--- src/rtl/vga_capture_pkg.sv ---
// vga_capture_pkg: shared types, constants and pixel quantiser for the video capture block
package vga_capture_pkg;

    typedef enum logic [1:0] {IDLE, ARM, ACTIVE, DRAIN} state_t;

    localparam int WORD_BYTES = 4;
    localparam int ADDR_W     = 15;

    function automatic logic [7:0] rgb_to_332(input logic [3:0] r, input logic [3:0] g, input logic [3:0] b);
        return {r[3:1], g[3:1], b[3:2]};
    endfunction

endpackage

--- src/rtl/vga_capture_if.sv ---
// vga_capture_if: bram-style write bus between the capture master and VRAM
interface vga_capture_if;
    import vga_capture_pkg::*;

    logic              sel_o;
    logic              wr_en_o;
    logic [3:0]        wr_mask_o;
    logic [ADDR_W-1:0] address_o;
    logic [31:0]       data_o;
    logic              ack_i;

    modport master(output sel_o, wr_en_o, wr_mask_o, address_o, data_o, input ack_i);
    modport slave(input sel_o, wr_en_o, wr_mask_o, address_o, data_o, output ack_i);

endinterface

--- src/rtl/capture_fifo.sv ---
// capture_fifo: first-word-fall-through word FIFO holding {addr,data} entries
module capture_fifo #(
    parameter int DEPTH = 8,
    parameter int W     = 47
) (
    input  logic         clk,
    input  logic         rst_n,
    input  logic         wr_en,
    input  logic [W-1:0] wr_data,
    output logic         full,
    input  logic         rd_en,
    output logic [W-1:0] rd_data,
    output logic         empty
);
    localparam int AW = $clog2(DEPTH);

    logic [W-1:0] mem [DEPTH];
    logic [AW:0]  wr_ptr, rd_ptr;

    assign empty   = wr_ptr == rd_ptr;
    assign full    = wr_ptr == {~rd_ptr[AW], rd_ptr[AW-1:0]};
    assign rd_data = mem[rd_ptr[AW-1:0]];

    // Storage write; a write into a full FIFO is discarded
    always_ff @(posedge clk)
        if (wr_en && !full) mem[wr_ptr[AW-1:0]] <= wr_data;

    // Pointer update; the extra MSB distinguishes full from empty
    always_ff @(posedge clk or negedge rst_n)
        if (!rst_n) begin
            wr_ptr <= '0;
            rd_ptr <= '0;
        end else begin
            wr_ptr <= (wr_en && !full) ? wr_ptr + 1'b1 : wr_ptr;
            rd_ptr <= (rd_en && !empty) ? rd_ptr + 1'b1 : rd_ptr;
        end

endmodule

--- src/rtl/vga_capture.sv ---
// vga_capture: samples a 12-bit RGB stream, decimates 2:1, packs RGB332 bytes and writes them to VRAM
module vga_capture import vga_capture_pkg::*; #(
    parameter int                H_RES      = 848,
    parameter int                V_RES      = 480,
    parameter logic [ADDR_W-1:0] BASE_ADDR  = '0,
    parameter int                FIFO_DEPTH = 8,
    parameter logic              HS_POL     = 1'b1,
    parameter logic              VS_POL     = 1'b1
) (
    input  logic              clk,
    input  logic              reset_n_i,
    input  logic              enable_i,
    input  logic              vga_hsync_i,
    input  logic              vga_vsync_i,
    input  logic              vga_de_i,
    input  logic [3:0]        vga_r_i,
    input  logic [3:0]        vga_g_i,
    input  logic [3:0]        vga_b_i,
    vga_capture_if.master     bus,
    output logic              busy_o,
    output logic              frame_done_o,
    output logic              overflow_o,
    output logic              short_frame_o
);
    localparam int PW = $clog2(H_RES + 1);
    localparam int LW = $clog2(V_RES + 1);

    state_t            state, state_nxt;
    logic              hs_q, vs_q, vs_d, de_q, de_d;
    logic [3:0]        r_q, g_q, b_q;
    logic [PW-1:0]     px_cnt;
    logic [LW-1:0]     line_cnt;
    logic [1:0]        byte_cnt;
    logic [23:0]       word_buf;
    logic [ADDR_W-1:0] wr_idx, wr_addr;
    logic [7:0]        px_byte;
    logic              frame_start, line_on, de_fall, last_line, keep, push;
    logic              start, set_short, fifo_full, fifo_empty, pop;
    logic [ADDR_W+31:0] fifo_head;

    assign frame_start = vs_q == VS_POL && vs_d != VS_POL;
    assign line_on     = de_q && hs_q != HS_POL;
    assign de_fall     = de_d && !de_q;
    assign last_line   = de_fall && line_cnt == LW'(V_RES - 1);
    assign keep        = state == ACTIVE && !frame_start && line_on && !px_cnt[0]
                         && px_cnt < PW'(H_RES) && !line_cnt[0];
    assign push        = keep && byte_cnt == 2'(WORD_BYTES - 1);
    assign px_byte     = rgb_to_332(r_q, g_q, b_q);
    assign wr_addr     = BASE_ADDR + wr_idx;
    assign pop         = bus.sel_o && bus.ack_i;
    assign busy_o      = state != IDLE;
    assign bus.wr_en_o   = bus.sel_o;
    assign bus.wr_mask_o = 4'hF;

    // Single input register stage plus delayed copies for edge detection
    always_ff @(posedge clk or negedge reset_n_i)
        if (!reset_n_i) {hs_q, vs_q, vs_d, de_q, de_d, r_q, g_q, b_q} <= '0;
        else {hs_q, vs_q, vs_d, de_q, de_d, r_q, g_q, b_q} <=
            {vga_hsync_i, vga_vsync_i, vs_q, vga_de_i, de_q, vga_r_i, vga_g_i, vga_b_i};

    // Capture state register
    always_ff @(posedge clk or negedge reset_n_i)
        if (!reset_n_i) state <= IDLE;
        else state <= state_nxt;

    // Next-state logic; enable only matters outside ACTIVE
    always_comb begin
        state_nxt    = state;
        start        = 1'b0;
        set_short    = 1'b0;
        frame_done_o = 1'b0;
        case (state)
            IDLE:   state_nxt = enable_i ? ARM : IDLE;
            ARM: begin
                start     = enable_i && frame_start;
                state_nxt = !enable_i ? IDLE : frame_start ? ACTIVE : ARM;
            end
            ACTIVE: begin
                set_short = frame_start;
                state_nxt = (frame_start || last_line) ? DRAIN : ACTIVE;
            end
            DRAIN: begin
                frame_done_o = fifo_empty && !bus.sel_o;
                state_nxt    = !frame_done_o ? DRAIN : enable_i ? ARM : IDLE;
            end
            default: state_nxt = IDLE;
        endcase
    end

    // Pixel/line counters, byte packing, word index and sticky status flags
    always_ff @(posedge clk or negedge reset_n_i)
        if (!reset_n_i) begin
            px_cnt        <= '0;
            line_cnt      <= '0;
            byte_cnt      <= '0;
            word_buf      <= '0;
            wr_idx        <= '0;
            overflow_o    <= 1'b0;
            short_frame_o <= 1'b0;
        end else begin
            px_cnt        <= !line_on ? '0 : px_cnt == PW'(H_RES) ? px_cnt : px_cnt + 1'b1;
            line_cnt      <= start ? '0 : (state == ACTIVE && de_fall) ? line_cnt + 1'b1 : line_cnt;
            byte_cnt      <= state != ACTIVE ? '0 : keep ? byte_cnt + 1'b1 : byte_cnt;
            word_buf      <= keep ? {px_byte, word_buf[23:8]} : word_buf;
            wr_idx        <= start ? '0 : push ? wr_idx + 1'b1 : wr_idx;
            overflow_o    <= start ? 1'b0 : overflow_o | (push & fifo_full);
            short_frame_o <= start ? 1'b0 : short_frame_o | set_short;
        end

    capture_fifo #(
        .DEPTH (FIFO_DEPTH),
        .W     (ADDR_W + 32)
    ) u_fifo (
        .clk     (clk),
        .rst_n   (reset_n_i),
        .wr_en   (push),
        .wr_data ({wr_addr, px_byte, word_buf}),
        .full    (fifo_full),
        .rd_en   (pop),
        .rd_data (fifo_head),
        .empty   (fifo_empty)
    );

    // Bus master: present the FIFO head and hold it until acknowledged
    always_ff @(posedge clk or negedge reset_n_i)
        if (!reset_n_i) begin
            bus.sel_o     <= 1'b0;
            bus.address_o <= '0;
            bus.data_o    <= '0;
        end else if (bus.sel_o) begin
            bus.sel_o <= !bus.ack_i;
        end else if (!fifo_empty) begin
            bus.sel_o                    <= 1'b1;
            {bus.address_o, bus.data_o} <= fifo_head;
        end

endmodule

--- src/flat_wrapper.sv ---
// flat-port wrapper written by rule: the top's interface ports become plain ports
module vga_capture_flat import vga_capture_pkg::*;
#(
    parameter int                H_RES      = 848,
    parameter int                V_RES      = 480,
    parameter logic [ADDR_W-1:0] BASE_ADDR  = '0,
    parameter int                FIFO_DEPTH = 8,
    parameter logic              HS_POL     = 1'b1,
    parameter logic              VS_POL     = 1'b1
)
  (clk, reset_n_i, enable_i, vga_hsync_i, vga_vsync_i, vga_de_i, vga_r_i, vga_g_i, vga_b_i, busy_o, frame_done_o, overflow_o, short_frame_o, bus_sel_o, bus_wr_en_o, bus_wr_mask_o, bus_address_o, bus_data_o, bus_ack_i);
  vga_capture_if bus_i ();
  input  logic clk;
  input  logic reset_n_i;
  input  logic enable_i;
  input  logic vga_hsync_i;
  input  logic vga_vsync_i;
  input  logic vga_de_i;
  input  logic [3:0] vga_r_i;
  input  logic [3:0] vga_g_i;
  input  logic [3:0] vga_b_i;
  output logic busy_o;
  output logic frame_done_o;
  output logic overflow_o;
  output logic short_frame_o;
  output wire logic [$bits(bus_i.sel_o)-1:0] bus_sel_o;
  output wire logic [$bits(bus_i.wr_en_o)-1:0] bus_wr_en_o;
  output wire logic [$bits(bus_i.wr_mask_o)-1:0] bus_wr_mask_o;
  output wire logic [$bits(bus_i.address_o)-1:0] bus_address_o;
  output wire logic [$bits(bus_i.data_o)-1:0] bus_data_o;
  input wire logic [$bits(bus_i.ack_i)-1:0] bus_ack_i;
  assign bus_sel_o = bus_i.sel_o;
  assign bus_wr_en_o = bus_i.wr_en_o;
  assign bus_wr_mask_o = bus_i.wr_mask_o;
  assign bus_address_o = bus_i.address_o;
  assign bus_data_o = bus_i.data_o;
  assign bus_i.ack_i = bus_ack_i;
  vga_capture #(.H_RES(H_RES), .V_RES(V_RES), .BASE_ADDR(BASE_ADDR), .FIFO_DEPTH(FIFO_DEPTH), .HS_POL(HS_POL), .VS_POL(VS_POL)) u_core (.clk(clk), .reset_n_i(reset_n_i), .enable_i(enable_i), .vga_hsync_i(vga_hsync_i), .vga_vsync_i(vga_vsync_i), .vga_de_i(vga_de_i), .vga_r_i(vga_r_i), .vga_g_i(vga_g_i), .vga_b_i(vga_b_i), .bus(bus_i), .busy_o(busy_o), .frame_done_o(frame_done_o), .overflow_o(overflow_o), .short_frame_o(short_frame_o));
endmodule
--- config.mk ---
export PLATFORM = sky130hd
export DESIGN_NAME = vga_capture_flat
export DESIGN_NICKNAME = d
export VERILOG_FILES = /design/src/rtl/vga_capture_pkg.sv /design/src/rtl/vga_capture_if.sv /design/src/rtl/capture_fifo.sv /design/src/rtl/vga_capture.sv /design/src/flat_wrapper.sv
export SDC_FILE = /design/constraint.sdc
export NUM_CORES = 1
export LEC_CHECK = 0
export ABC_CLOCK_PERIOD_IN_PS = 13500
export BUFFER_PORTS_ARGS = -buffer_cell sky130_fd_sc_hd__buf_2
export CAP_MARGIN = 5
export CELL_PAD_IN_SITES_DETAIL_PLACEMENT = 0
export CELL_PAD_IN_SITES_GLOBAL_PLACEMENT = 1
export CORE_MARGIN = 2
export CORE_UTILIZATION = 40
export CTS_CLUSTER_DIAMETER = 120
export DETAILED_ROUTE_END_ITERATION = 16
export HOLD_SLACK_MARGIN = 0.08
export PLACE_DENSITY_LB_ADDON = 0.1
export SYNTH_ARGS = -nofsm -noshare
export SYNTH_HDL_FRONTEND = slang
export SYNTH_SLANG_ARGS = --single-unit
--- constraint.sdc ---
create_clock -name clk -period 13.5 [get_ports clk]
set_input_delay 0.675 -clock clk [delete_from_list [all_inputs] [get_ports clk]]
set_output_delay 0.675 -clock clk [all_outputs]
set_load 0.02 [all_outputs]
Word-level counts from Yosys, hierarchy flattened:

Memories as Yosys holds them, arrays and structs flattened. A register that Yosys moved wholly into a read port is not among the register bits.
Index checks and enable logic that the tools add are counted.

* reductions and logical operators: 32
* eq/ne operators: 10
* muxes and demuxes: 23
* add/subtract/negate cells: 6
* bitwise operators: 8
* $lt $le $gt $ge: 1

Operators with widths (number)
* two-way mux 15 bit: 2
* two-way mux 10 bit: 2
* two-way mux 9 bit: 2
* logical AND 1 bit: 16
* adder 15 x 1 -> 15 bit, second input constant: 1
* two-way mux 1 bit: 11
* adder 10 x 1 -> 10 bit, second input constant: 1
* equality test 10 bit, second input constant: 1
* < comparator 10 bit, second input constant: 1
* two-way mux 2 bit: 5
* adder 9 x 1 -> 9 bit, second input constant: 1
* equality test 9 bit, second input constant: 1
* logical NOT 1 bit: 9
* adder 4 x 1 -> 4 bit, second input constant: 2
* equality test 4 bit: 2
* one-hot mux 2 bit (4 select lines): 1
* nonzero test 2 bit: 4
* equality test 2 bit, second input constant: 3
* inverter 1 bit: 5
* != test 2 bit, second input constant: 2
* adder 2 x 1 -> 2 bit, second input constant: 1
* equality test 2 x 1 -> 1 bit, second input constant: 1
* logical NOT 2 bit: 1
* bitwise OR 1 bit: 2
* 3 further kinds: 3

* memories kept: 1
* output and inout bits: 57
* memory bits (writable): 376
* word-level logic and storage cells: 100
* bits of input ports: 19
* flip-flop bits (word level): 90

Memories
* u_core.u_fifo.mem: depth 8, bits a word 47, read ports 1, clocked after Yosys merged registers in 1, write ports 1, RTL line capture_fifo.sv:17 `logic [W-1:0] mem [DEPTH];`

Depth between registers and ports, before layout:

* depth in word-level cells: 12
* mapped depth: 8
* gate-level depth less buffers: 7

By module:

From an unflattened synthesis, not the netlist that was laid out.

* cell total of the unflattened synthesis: 1007
* area, all modules: 19927.9 um^2

Modules (own cells, without submodules)
* capture_fifo: times used 1, area each 14689.1 um^2, cells an instance 601, sequential area each 11491.0 um^2
* vga_capture: times used 1, area each 5238.8 um^2, cells an instance 406, sequential area each 3128.0 um^2

Least setup slack after synthesis:

No wires, ideal clock.

* path kind: reg-to-reg
* start point: register u_core.px_cnt[0]
* end point: memory u_core.u_fifo.mem[0][0], enable pin
* library setup time: 568 ps
* stages on the path, launching flop included: 6
* buffers on the path: 1
* clock period less this slack: 6516 ps
* data required time: 12932 ps
* slack: 6984 ps
* arrival time: 5947 ps
* path through: dfrtp_1 nor4b_4 nand4_4 or3_1 buf_6 nor4_1

* word-level cells in the longest chain between the ends: 8
* elaborated cells between the ends (all ways): 9
* those cells by class: 1 x order compare; 2 x mux; 6 x reduce/logical

Ends and longest elaborated chain
* start, declared: RTL line vga_capture.sv:31 `logic [PW-1:0] px_cnt;`
* start signal, assigned: RTL line vga_capture.sv:101 `px_cnt <= !line_on ? '0 : px_cnt == PW'(H_RES) ? px_cnt : px_cnt + 1'b1;`
* branches (longest 2 deep; another with < comparator 10 bit)
* logical AND 1 bit * (2 in series): RTL line vga_capture.sv:46 `&& px_cnt < PW'(H_RES) && !line_cnt[0];`
* logical AND 1 bit *: RTL line vga_capture.sv:47 `assign push = keep && byte_cnt == 2'(WORD_BYTES - 1);`
* logical AND 1 bit *: RTL line capture_fifo.sv:26 `if (wr_en && !full) mem[wr_ptr[AW-1:0]] <= wr_data;`
* two-way mux 1 bit *: RTL line capture_fifo.sv:26
* two-way mux 1 bit (implied by the code) *: RTL line capture_fifo.sv:26
* end, declared: RTL line capture_fifo.sv:17

Every way passes the cells marked *.

Final worst setup path:

* start point: register u_core.u_fifo.rd_ptr[1]
* end point: output frame_done_o

* word-level cells in the longest chain between the ends: 3

Ends and longest elaborated chain
* start, declared: RTL line capture_fifo.sv:18 `logic [AW:0] wr_ptr, rd_ptr;`
* start signal, assigned: RTL line capture_fifo.sv:35 `rd_ptr <= (rd_en && !empty) ? rd_ptr + 1'b1 : rd_ptr;`
* equality test 4 bit: RTL line capture_fifo.sv:20 `assign empty = wr_ptr == rd_ptr;`
* logical AND 1 bit: RTL line vga_capture.sv:83 `frame_done_o = fifo_empty && !bus.sel_o;`
* two-way mux 1 bit: RTL line vga_capture.sv:72 `case (state)`
* end, declared: RTL line flat_wrapper.sv:23 `output logic frame_done_o;`

Every way passes these cells.

==> flow_summary.ini <==
[final_layout]
antenna_cells = 0
design_area_sq_um = 22420
layout.nets = 1203
area_growth_pct = 14.80
drive_above_1_share_pct = 23.57
final_cells = 1837

[timing]
fin_skew_ns = 0.01485
finalCriticalPeriod_ns = 3.725
maxSlewHeadroom_pct = 37.35
fin_crit_sh_pct = 27.59
hold_viol = 0
fin_ws_ns = 9.775
setup_tns_ns = 0
finalMaxSlewViolations = 0
tightest_slew_ns = 0.9398
setup_viol = 0
max_freq_ghz = 0.2685
rsz0062_at_grt = no

[clock_tree]
clk_latency_ns = 0.59
clk_pin_slew_worst_paths_ns = 0.06
cts_buffers = 55
postCtsSetupRepairBufs = 0
cts.sinks = 509
cts_hold_buf = 0
ctsResizeCount = 0
h-tree-depth = 2
cts_root_buf = clkbuf_16
cts_tree = done
ctsLongestPathBuffers = 3

[worst_setup_path]
path_cells = xor2_1 -> nor4b_2 -> nand3b_1 -> nor2_1 -> buf_2
r2r_cells = 5
critPathBufInv = 1
timing.rr.end = u_core.bus.data_o[10]
cpMaxStageDelayCell = dfrtp_4
worstSetupPathType = flop to primary output
ff2ff_setup_slack_ns = 9.98
critPathRequiredTime_ns = 12.82
critPathMaxStageDelay_ns = 0.84
crit_family = simple AND/OR/NAND/NOR gates
cp.arrival_ns = 3.05
r2r-start = u_core.u_fifo.rd_ptr[0]
worst-path-max-fanout = 41
start_kind = flop
end_kind = primary output

[place]
place_ws_ns = 9.817
portBuffers = 67
place_inst = 1735
hpwlAfterDp_mm = 21.20
place.gp.congestion = 0.6982
place_area_sq_um = 20620

[synth]
synth.most_common_cell = edfxtp_1
yosys-top-cells-count = 376 x edfxtp_1, 133 x dfrtp_1, 98 x nand2_1
synthCells = 1085
synth_top_area_share_pct = 57.81
synth_area_leaders = edfxtp_1 58%, dfrtp_1 17%, mux4_2 11%
synth_area_leader_cell = edfxtp_1
syn_area_sq_um = 19530
yosysSeqAreaShare_pct = 74.84
yosys_warnings = 0
synth_edf_count = 376
ys.flop_type = edfxtp_1
yosys.cell_types.count = 49
ys_ff_latch = 509
syn_area_per_cell_sq_um = 18.00
async_flop_share_pct = 26.13

[route]
wl_per_cell_um = 21.89
num_vias = 9529
drt_iter0_drc = 620
route.detailed.drc = 0
drtPass1Iterations = 5
wl_mm = 40.22
antenna_left = 0
vias_per_cell = 5.187

[global_routing]
grt_util_met3_pct = 2.334
grt_use_met1_pct = 23.39
antenna_found_initial = 0
grtUsageTotal_pct = 16.53
grt_pass1_wl_mm = 62.11
grt_pass1_vias = 9995
overflow = 0
use_met2_pct = 26.56
grt-busiest-layer = met2
grt_max_degree = 83

[floorplan]
start_util_pct = 40.74
die_w_um = 225.0
rows = 80
core_area_sq_um = 47950
ios = 76
die-area_sq_um = 50610
die_h_um = 225.0

[pwr]
vdd_ir_drop_max_v = 0.0001107
power.density_nw_per_um2 = 151.2
power_leakage_nw = 8.046

[worst_hold_path]
holdCritPathClass = input port to asynchronous set/reset pin

[run]
cap_violations = 0

[outcome]
status = complete, no violations
## stage by stage
| step | hold WS [ns] | utilization (%) | power, mW |
|---|---|---|---|
| final | 0.1320 | 46.77 | 3.390 |
| after global routing | 0.1637 | 46.77 | 3.511 |
| after CTS | 0.1472 | 46.77 | 3.435 |
| after detailed placement | 0.3822 | 43.00 | 1.939 |
| after global placement | 0.3806 | 43.00 | 1.933 |
| after floorplan | 0.3677 | - | 1.885 |
## worst register-to-register path: cells and delay by family (launching register included)
kind            cells  cell delay [ns]
mux                 2             0.91
flops               1             0.85
compound gates      1             0.12
buf+inv             2             1.48
## worst max path at each step
stage                                        from                       to  slack, ns  depth (start not counted)
after floorplan                  u_core.px_cnt[0]  u_core.u_fifo.mem[0][0]       6.98                          5
after CTS                 u_core.u_fifo.rd_ptr[0]             frame_done_o       9.61                          5
after global placement    u_core.u_fifo.rd_ptr[0]    u_core.bus.data_o[10]       9.82                          5
after detailed placement  u_core.u_fifo.rd_ptr[0]    u_core.bus.data_o[10]       9.82                          5
after global routing      u_core.u_fifo.rd_ptr[0]             frame_done_o       9.51                          5
final                     u_core.u_fifo.rd_ptr[1]             frame_done_o       9.78                          5
## state kept, by name (all words and copies together), names as in the netlist, 3 cells and up
signal	cells
u_core.u_fifo.mem	376
u_core.bus.data_o	32
u_core.word_buf	24
u_core.bus.address_o	15
u_core.wr_idx	15
u_core.px_cnt	10
u_core.line_cnt	9
u_core.u_fifo.rd_ptr	4
u_core.u_fifo.wr_ptr	4
u_core.g_q	3
u_core.r_q	3
## cells by family after synthesis
family          after synthesis  share of synthesized area, %
compound gates               63                         1.730
flops                       509                         74.84
mux                         145                         13.46
xor+xnor                     37                         1.659
other cells                   1                       0.01920
simple gates                262                         6.361
fa+ha+maj                     7                        0.4484
buf+inv                      61                         1.480
## cell type report
cell class | instances | area (sq um)
clock buffers | 85 | 1642
well taps | 615 | 769.5
clock inverters | 17 | 165.2
inverters | 4 | 15.01
fillers | 4127 | 25520
multi-input cells | 518 | 4695
flip-flops and latches | 509 | 14630
repair buffers | 89 | 506.7
## report_power, final
| group | switching [mW] | internal [mW] |
|---|---|---|
| Combinational | 0.0371 | 0.0270 |
| Sequential | 0.0811 | 1.76 |
| Clock | 0.597 | 0.889 |
| Total | 0.715 | 2.68 |
## layout by cell type (no fill, tap or decap), drive strengths merged, types with 3 or more instances in the layout
master and n:
and4 3, clkbuf 85, dfrtp 133, clkinv 11
and3 8, o21ai 6, clkinvlp 3, edfxtp 376
buf 89, bufinv 3, nor4 8, ha 7
nand3 17, mux4 94, nor3 8, nor4b 5
xor2 16, conb 4, nand4 8, nand2b 4
mux2i 50, xnor2 21, nand2 98, inv 4
nor2 88, a21oi 51
## routing by layer
metal | vias to the layer above | routed length, um
met1 | 4994 | 18610
met5 | - | 0
met4 | 0 | 945
met2 | 134 | 19390
li1 | 4340 | -
met3 | 61 | 1271
Power figures use the tool's default switching activity.
